==> src/rtl/debug_dump_serializer.sv <==
// debug_dump_serializer
//   Captures a NUM_WORDS x WORD_BITS snapshot on request and streams it,
//   word 0 first and least-significant byte first, into a UART transmitter.
//   The transmitter handshake is start/done-tick based.
//   Handshake: o_tx_start is a single-cycle pulse and o_tx_data is valid in
//   that cycle. o_tx_data then stays stable until the transmitter returns
//   i_tx_done_tick. A done tick is only accepted after the pulse cycle, while
//   the byte is outstanding. Ticks at any other time are ignored.
//   Optional feature macro: DUMP_CHECKSUM_EN. When it is defined, the bytes
//   are followed by one XOR checksum byte covering every data byte.
//   o_dbg_state exposes the FSM state for debug visibility.
`timescale 1ns/1ps

module debug_dump_serializer #(
  parameter int NUM_WORDS = 33,
  parameter int WORD_BITS = 32
) (
  input  logic                           i_clk,
  input  logic                           i_rst_n,
  input  logic                           i_start,
  input  logic                           i_abort,
  input  logic [NUM_WORDS*WORD_BITS-1:0] i_snapshot,
  input  logic                           i_tx_done_tick,
  output logic [7:0]                     o_tx_data,
  output logic                           o_tx_start,
  output logic                           o_busy,
  output logic                           o_done,
  output logic [2:0]                     o_dbg_state
);

  localparam int BYTES_WORD = WORD_BITS / 8;
  localparam int WIDX_W     = (NUM_WORDS > 1) ? $clog2(NUM_WORDS) : 1;
  localparam int BIDX_W     = (BYTES_WORD > 1) ? $clog2(BYTES_WORD) : 1;
  localparam int SEL_W      = (NUM_WORDS * WORD_BITS > 1) ? $clog2(NUM_WORDS * WORD_BITS) : 1;

`ifdef DUMP_CHECKSUM_EN
  typedef enum logic [2:0] {
    ST_IDLE = 3'd0,
    ST_SEND = 3'd1,
    ST_WAIT = 3'd2,
    ST_CSUM = 3'd3,
    ST_DONE = 3'd4
  } state_e;
`else
  typedef enum logic [2:0] {
    ST_IDLE = 3'd0,
    ST_SEND = 3'd1,
    ST_WAIT = 3'd2,
    ST_DONE = 3'd4
  } state_e;
`endif

  state_e                         state_q;
  logic [NUM_WORDS*WORD_BITS-1:0] shadow_q;
  logic [WIDX_W-1:0]              word_idx_q;
  logic [BIDX_W-1:0]              byte_idx_q;
  logic [7:0]                     tx_data_q;
  logic                           tx_start_q;
  logic                           busy_q;
  logic                           done_q;
`ifdef DUMP_CHECKSUM_EN
  logic [7:0]                     csum_q;
`endif

  logic [WIDX_W-1:0] word_idx_d;
  logic [BIDX_W-1:0] byte_idx_d;
  logic [SEL_W-1:0]  sel_off;
  logic [7:0]        next_byte_d;
  logic              last_byte_of_word;
  logic              last_word;

  // Next byte position (byte within word, then word) and the shadow byte it selects.
  always_comb begin
    last_byte_of_word = (byte_idx_q == BIDX_W'(BYTES_WORD - 1));
    last_word         = (word_idx_q == WIDX_W'(NUM_WORDS - 1));
    if (last_byte_of_word) begin
      byte_idx_d = '0;
      word_idx_d = word_idx_q + WIDX_W'(1);
    end else begin
      byte_idx_d = byte_idx_q + BIDX_W'(1);
      word_idx_d = word_idx_q;
    end
    sel_off     = SEL_W'((int'(word_idx_d) * BYTES_WORD + int'(byte_idx_d)) * 8);
    next_byte_d = shadow_q[sel_off +: 8];
  end

  // Dump sequencer with registered outputs. Abort overrides everything except reset.
  always_ff @(posedge i_clk or negedge i_rst_n) begin
    if (!i_rst_n) begin
      state_q    <= ST_IDLE;
      shadow_q   <= '0;
      word_idx_q <= '0;
      byte_idx_q <= '0;
      tx_data_q  <= '0;
      tx_start_q <= 1'b0;
      busy_q     <= 1'b0;
      done_q     <= 1'b0;
`ifdef DUMP_CHECKSUM_EN
      csum_q     <= '0;
`endif
    end else if (i_abort) begin
      state_q    <= ST_IDLE;
      word_idx_q <= '0;
      byte_idx_q <= '0;
      tx_data_q  <= '0;
      tx_start_q <= 1'b0;
      busy_q     <= 1'b0;
      done_q     <= 1'b0;
`ifdef DUMP_CHECKSUM_EN
      csum_q     <= '0;
`endif
    end else begin
      case (state_q)
        ST_IDLE: begin
          tx_start_q <= 1'b0;
          done_q     <= 1'b0;
          if (i_start) begin
            // Byte 0 comes straight from the input, so the first pulse goes out right after capture.
            shadow_q   <= i_snapshot;
            word_idx_q <= '0;
            byte_idx_q <= '0;
            tx_data_q  <= i_snapshot[7:0];
            tx_start_q <= 1'b1;
            busy_q     <= 1'b1;
`ifdef DUMP_CHECKSUM_EN
            csum_q     <= i_snapshot[7:0];
`endif
            state_q    <= ST_SEND;
          end
        end
        ST_SEND: begin
          tx_start_q <= 1'b0;
          state_q    <= ST_WAIT;
        end
        ST_WAIT: begin
          if (i_tx_done_tick) begin
            if (last_word && last_byte_of_word) begin
`ifdef DUMP_CHECKSUM_EN
              tx_data_q  <= csum_q;
              tx_start_q <= 1'b1;
              state_q    <= ST_CSUM;
`else
              done_q     <= 1'b1;
              state_q    <= ST_DONE;
`endif
            end else begin
              word_idx_q <= word_idx_d;
              byte_idx_q <= byte_idx_d;
              tx_data_q  <= next_byte_d;
              tx_start_q <= 1'b1;
`ifdef DUMP_CHECKSUM_EN
              csum_q     <= csum_q ^ next_byte_d;
`endif
              state_q    <= ST_SEND;
            end
          end
        end
`ifdef DUMP_CHECKSUM_EN
        ST_CSUM: begin
          // The first CSUM cycle carries the pulse; an acknowledge is only valid after it.
          tx_start_q <= 1'b0;
          if (i_tx_done_tick && !tx_start_q) begin
            done_q  <= 1'b1;
            state_q <= ST_DONE;
          end
        end
`endif
        ST_DONE: begin
          done_q  <= 1'b0;
          busy_q  <= 1'b0;
          state_q <= ST_IDLE;
        end
        default: begin
          tx_start_q <= 1'b0;
          busy_q     <= 1'b0;
          done_q     <= 1'b0;
          state_q    <= ST_IDLE;
        end
      endcase
    end
  end

  assign o_tx_data   = tx_data_q;
  assign o_tx_start  = tx_start_q;
  assign o_busy      = busy_q;
  assign o_done      = done_q;
  assign o_dbg_state = state_q;

endmodule

==> config.mk <==
export PLATFORM = sky130hd
export DESIGN_NAME = debug_dump_serializer
export DESIGN_NICKNAME = d
export VERILOG_FILES = /design/src/rtl/debug_dump_serializer.sv
export SDC_FILE = /design/constraint.sdc
export NUM_CORES = 2
export LEC_CHECK = 0
export CAP_MARGIN = 10
export CORE_AREA = 10 10 405 407
export DETAILED_ROUTE_END_ITERATION = 12
export DIE_AREA = 0 0 415 417
export SYNTH_ARGS = -nofsm -noshare
export SYNTH_HDL_FRONTEND = slang
export SYNTH_SLANG_ARGS = --single-unit
==> constraint.sdc <==
create_clock -name i_clk -period 3.5 [get_ports i_clk]
set_input_delay 0.525 -clock i_clk [delete_from_list [all_inputs] [get_ports i_clk]]
set_output_delay 0.525 -clock i_clk [all_outputs]
set_load 0.02 [all_outputs]
# --- Word-level counts from Yosys, hierarchy flattened ---
# Index checks and enable logic that the tools add are counted.
totals:
  memories: 0
  mem_bits_rw: 0
  elab_cells: 69
  input_bits: 1061
  output_inout_bits: 14
  ff_bits: 1078
  mem_bits_ro: 0
  latch_bits: 0
op_classes:
  n_reduce_logical: 10
  magnitude_cmp: 0
  n_mul: 0
  n_shift: 1
  eq_ne: 12
  muxes: 34
  n_bitwise: 1
  n_addsub: 3
  n_div: 0
ops:
  columns: ["cell", "n"]
  rows:
  - ["$shiftx 1056x12->8", 1]
  - ["$mux 8", 4]
  - ["$mux 6", 5]
  - ["$pmux 8 s2", 1]
  - ["$mux 3", 4]
  - ["$ne 3x3->1 const B", 4]
  - ["$pmux 6 s2", 1]
  - ["$mux 2", 5]
  - ["$mux 1", 9]
  - ["$pmux 3 s3", 1]
  - ["$reduce_and 3->1", 3]
  - ["$add 8x2->8", 1]
  - ["$add 6x1->6 const B", 1]
  - ["$eq 6x6->1 const B", 1]
  - ["$ne 2x2->1 const B", 2]
  - ["$pmux 1 s2", 2]
  - ["$pmux 2 s2", 1]
  - ["$reduce_and 2->1", 2]
  - ["$reduce_and 4->1", 1]
  - ["$eq 3x1->1 const B", 1]
  - ["$eq 3x2->1 const B", 1]
  - ["$eq 3x3->1 const B", 1]
  - ["$logic_not 3->1", 1]
  - ["$pmux 1 s3", 1]
  - ["other kinds (7)", 7]

# --- Logic depth before layout (Yosys ltp) ---
depth:
  ltp_word: 8
  depth_mapped: 13
  mapped_depth_nobuf: 9

# --- Worst setup path after synthesis ---
# Ideal clock, no wire load.
synth_path:
  kind: "register -> register"
  from: "reg byte_idx_q[0]"
  to: "reg tx_data_q[4] (netlist: o_tx_data[4])"
  period_less_slack_ns: 3.014
  stages_incl_launch_ff: 12
  n_path_buf: 7
  required_time_ns: 3.363
  slack_ns: 0.486
  arrival_time_ns: 2.877
  path_cell_list: "dfrtp_1 -> ha_1 -> buf_6 -> buf_6 -> buf_4 -> buf_2 -> buf_2 -> buf_2 -> buf_2 -> mux4_4 -> a222oi_1 -> o31ai_1"
synth_via:
  elab_chain_len: 8
  elab_cells_between_ends: 13
  classes_between: "add/sub: 2; eq/ne: 2; shift: 1; mux: 6; reduce/logical: 2"
synth_lines:
  columns: ["element", "line_no", "text"]
  rows:
  - ["from (decl)", "56", "logic [BIDX_W-1:0] byte_idx_q;"]
  - ["from (signal assigned)", "148", "byte_idx_q <= byte_idx_d;"]
  - ["$add 2x1->2 / $eq 2x2->1 (equally long branches)", "80, 74", null]
  - ["$mux 2 / $mux 6 (equally long branches)", "76", "if (last_byte_of_word) begin"]
  - ["$add 8x2->8", "83", "sel_off = SEL_W'((int'(word_idx_d) * BYTES_WORD + int'(byte_idx_d)) * 8);"]
  - ["$shiftx 1056x12->8", "84", "next_byte_d = shadow_q[sel_off +: 8];"]
  - ["$mux 8", "137", "if (last_word && last_byte_of_word) begin"]
  - ["$mux 8", "136", "if (i_tx_done_tick) begin"]
  - ["$pmux 8 s2", "113", "case (state_q)"]
  - ["$mux 8", "101", "end else if (i_abort) begin"]
  - ["to (signal assigned)", "122", "tx_data_q <= i_snapshot[7:0];"]
  - ["to (signal assigned)", "149", "tx_data_q <= next_byte_d;"]
  - ["to (decl)", "57", "logic [7:0] tx_data_q;"]
# Several ways; a longest one is shown, not always the timed one. The select of a mux whose other input is x is not followed.
# A chain may end at the register's enable or synchronous reset.

# --- Worst setup path after layout ---
layout_path:
  from: "reg word_idx_q[1]"
  to: "reg tx_data_q[0] (netlist: o_tx_data[0])"
layout_via:
  elab_chain_len: 8
  elab_cells_between_ends: 12
  classes_between: "add/sub: 2; eq/ne: 2; shift: 1; mux: 5; reduce/logical: 2"
layout_lines:
  columns: ["element", "line_no", "text"]
  rows:
  - ["from (decl)", "55", "logic [WIDX_W-1:0] word_idx_q;"]
  - ["from (signal assigned)", "147", "word_idx_q <= word_idx_d;"]
  - ["$add 6x1->6", "78", "word_idx_d = word_idx_q + WIDX_W'(1);"]
  - ["$mux 6", "76", null]
  - ["$add 8x2->8", "83", null]
  - ["$shiftx 1056x12->8", "84", null]
  - ["$mux 8", "137", null]
  - ["$mux 8", "136", null]
  - ["$pmux 8 s2", "113", null]
  - ["$mux 8", "101", null]
# Several ways; a longest one is shown, not always the timed one. The select of a mux whose other input is x is not followed.

==> flow_summary.toml <==
[sta]
min_period_ns = 3.38
rsz0062_at_grt = "true"
max_freq_mhz = 296
drv_slew = 0
fin_hold_ws_ns = 0.400
hold_violations = 0
worst_pin_slew_ns = 0.786
post-route-period-util = 0.965
setup_viol = 0
skew_ns = 0.0275
max_slew_margin = 0.476

[placement]
port_buffers = 1074
globalplace.congestion = 0.885
hpwl_um = 165000
dp_cells = 6189

[grt]
antenna_found_initial = 83
grt_pass1_wl_um = 284000
grt_overflow = 0
grt_max_degree = 114
track_usage = 0.230
grt_pass1_vias = 35900

[run_status]
status = "completed"

[critical_path]
worstPathMaxFanout = 10
worstPathRequired_ns = 4.11
start_kind = "flip-flop"
rr_worst_depth = 10
path_class = "flip-flop to flip-flop"
arrival_ns = 3.99
cp-end-kind = "flip-flop"

[yosys]
synth_ff_type = "dfrtp_1"
synth.distinct_cells = 65
yosysSeqAreaShare = 0.551
syn_area_mm2 = 0.0489
async_flop_share = 1.00
synth.net_count = 4181
synth_edf_count = 0
ys_ff_latch = 1078
syn_area_per_cell_um2 = 15.7
yosysWarnings = 0
synthesis.instances = 3117

[clock_network]
htreeDepth = 3
cts_tree = "done"
insertion_delay_ns = 0.73
clk_pin_slew_worst_paths_ns = 0.07
cts_buffers = 121
cts_buffer_depth = 3
numClockSinks = 1078
cts-root-buf = "clkbuf_16"
cts_setup_buffers = 0

[min_path]
hold_path_class = "primary input to flip-flop"
hold_depth = 2

[cells_and_area]
final-instance-count-excl-fill = 6461
drive_gt1_frac = 0.392
final_common_cell = "dfrtp_1"
nNetsFinal = 5319
syn_to_final_growth_pct = 37.6
layout_common_cells = "dfrtp_1, clkdlybuf4s50_1, mux2_2, mux4_2, nand2_1"

[floorplan]
fp.dieArea_mm2 = 0.173
fp.coreArea_mm2 = 0.156
io_pins = 1075
rows = 145
die_w_um = 415
dieHeight_um = 417
initial_core_util = 0.314

[power]
power.density_mw_per_mm2 = 559
p_leak_nw = 26.3
ir_drop_uv = 424

[route]
drc_errors = 0
drt-initial-drc-count = 2490
via_per_inst = 5.10
first_pass_iters = 7
routed_wl_um = 206000
drt-wirelength-per-cell_um = 31.9
via_count = 33000
detail-route-antenna-nets = 0

[job]
cap_violations = 0
final timing paths:
path / start / end / slack (ns)
max in group asynchronous: i_rst_n / byte_idx_q[0]$_DFFE_PN0P_ / 1.73
min in group asynchronous: i_rst_n / shadow_q[185]$_DFFE_PN0P_ / 0.42
worst max register to register: word_idx_q[1]$_DFFE_PN0P_ / o_tx_data[0]$_DFFE_PN0P_ / 0.12
worst max-delay path: word_idx_q[1]$_DFFE_PN0P_ / o_tx_data[0]$_DFFE_PN0P_ / 0.12
worst min-delay path: i_snapshot[787] / shadow_q[787]$_DFFE_PN0P_ / 0.40
worst min register to register: shadow_q[196]$_DFFE_PN0P_ / shadow_q[196]$_DFFE_PN0P_ / 0.50
where the power goes:
part	leakage, nW	switching (mW)	total (mW)	internal (mW)
clock network	2.02	5.41	13.1	7.72
logic	11.6	2.91	7.56	4.65
registers	12.7	1.79	17.0	15.2
layout make-up:
type / count / area, um2
Fill cell: 14200 / 88300
Multi-Input combinational cell: 1808 / 20900
Sequential cell: 1078 / 27000
Antenna cell: 52 / 130
Clock inverter: 47 / 546
Tap cell: 2058 / 2570
Inverter: 6 / 22.5
Clock buffer: 172 / 3560
Timing Repair Buffer: 1240 / 12600
timing repair:
item	in CTS	in global routing
hold buffers	1	0
gates resized for setup	1	6
endpoints found under the hold margin	59	0
endpoints found under the setup margin	1	5
per-layer routing:
layer / part of all wire / vias up / global-route usage
met5: 0.0015 / - / 0
met4: 0.037 / 52 / 0.0979
met3: 0.058 / 317 / 0.0578
met2: 0.51 / 1052 / 0.393
met1: 0.40 / 17500 / 0.275
li1: - / 14000 / -
worst max-delay path: stages, from the launching register on:
cell,delay (ns)
dfrtp_1,0.50
inv_1,0.19
ha_1,0.46
nand2_1,0.20
o21ai_4,0.17
buf_4,0.40
nand3_1,0.37
a31oi_2,0.43
o22ai_1,0.17
a31oi_1,0.23
o21ai_1,0.12
metrics by stage:
step	TNS, ns	power [mW]	setup WS (ns)	cell area [um2]	utilization
after global placement	-0.491	24.6	-0.367	63100	0.405
after CTS	0	38.0	0.00340	67200	0.432
after global routing	-0.0267	39.3	-0.0267	67300	0.433
after floorplan	0	20.7	0.486	48900	-
after detailed placement	-0.142	24.8	-0.142	63100	0.405
final	0	37.7	0.122	67400	0.433
flip-flops by register name, indices dropped and copies added, names as in the netlist:
signal,cells
byte_idx_q,2
o_tx_start,1
word_idx_q,6
o_busy,1
o_dbg_state,3
o_tx_data,8
o_done,1
shadow_q,1056
Yosys cell counts (3+ instances only):
library cell     n  area share
mux4_1          11      0.0059
a21oi_1         27      0.0028
xor2_1           4     0.00072
xnor2_1          4     0.00072
nand4_1          8      0.0010
buf_1           14      0.0011
nor3_1           8     0.00082
a311oi_1         9      0.0016
mux2_2        1063        0.24
a221o_1          3     0.00061
clkbuf_1       111      0.0085
nand2_1        179       0.014
o22ai_1          6     0.00077
mux2i_1         30      0.0061
buf_2           54      0.0055
buf_6           16      0.0037
o221ai_1         6      0.0011
a311o_1          5      0.0010
a31oi_1         14      0.0018
inv_1            6     0.00046
and3_1           7     0.00089
nand3_1         37      0.0038
a22o_1           3     0.00054
clkbuf_8         3     0.00084
nor2_1          19      0.0015
a32oi_1          7      0.0013
a211oi_1         8      0.0012
mux4_4           3      0.0015
o2111ai_1        5     0.00089
and2_1           4     0.00051
o21ai_0         18      0.0018
nor2b_1         14      0.0018
buf_4           21      0.0032
a222oi_1         6      0.0012
ha_1             3     0.00077
or4_1            5     0.00077
mux4_2         250        0.12
o31ai_1          8      0.0012
a2111oi_0        5     0.00089
dfrtp_1       1078        0.55
cell families (layout without fill, tap and decap cells):
kind of cell / count (synthesis) / in the layout / synth area share
XOR/XNOR: 9 / 9 / 0.00199
AND/OR/NAND/NOR: 292 / 292 / 0.0264
AO/OA/AOI/OAI: 147 / 147 / 0.0215
adder cells (fa/ha/maj): 3 / 3 / 0.000767
multiplexers: 1357 / 1357 / 0.373
buffers and inverters: 231 / 1465 / 0.0250
other: 0 / 52 / 0
flip-flops: 1078 / 1078 / 0.551
No activity file was read; power rests on OpenSTA's default activity.
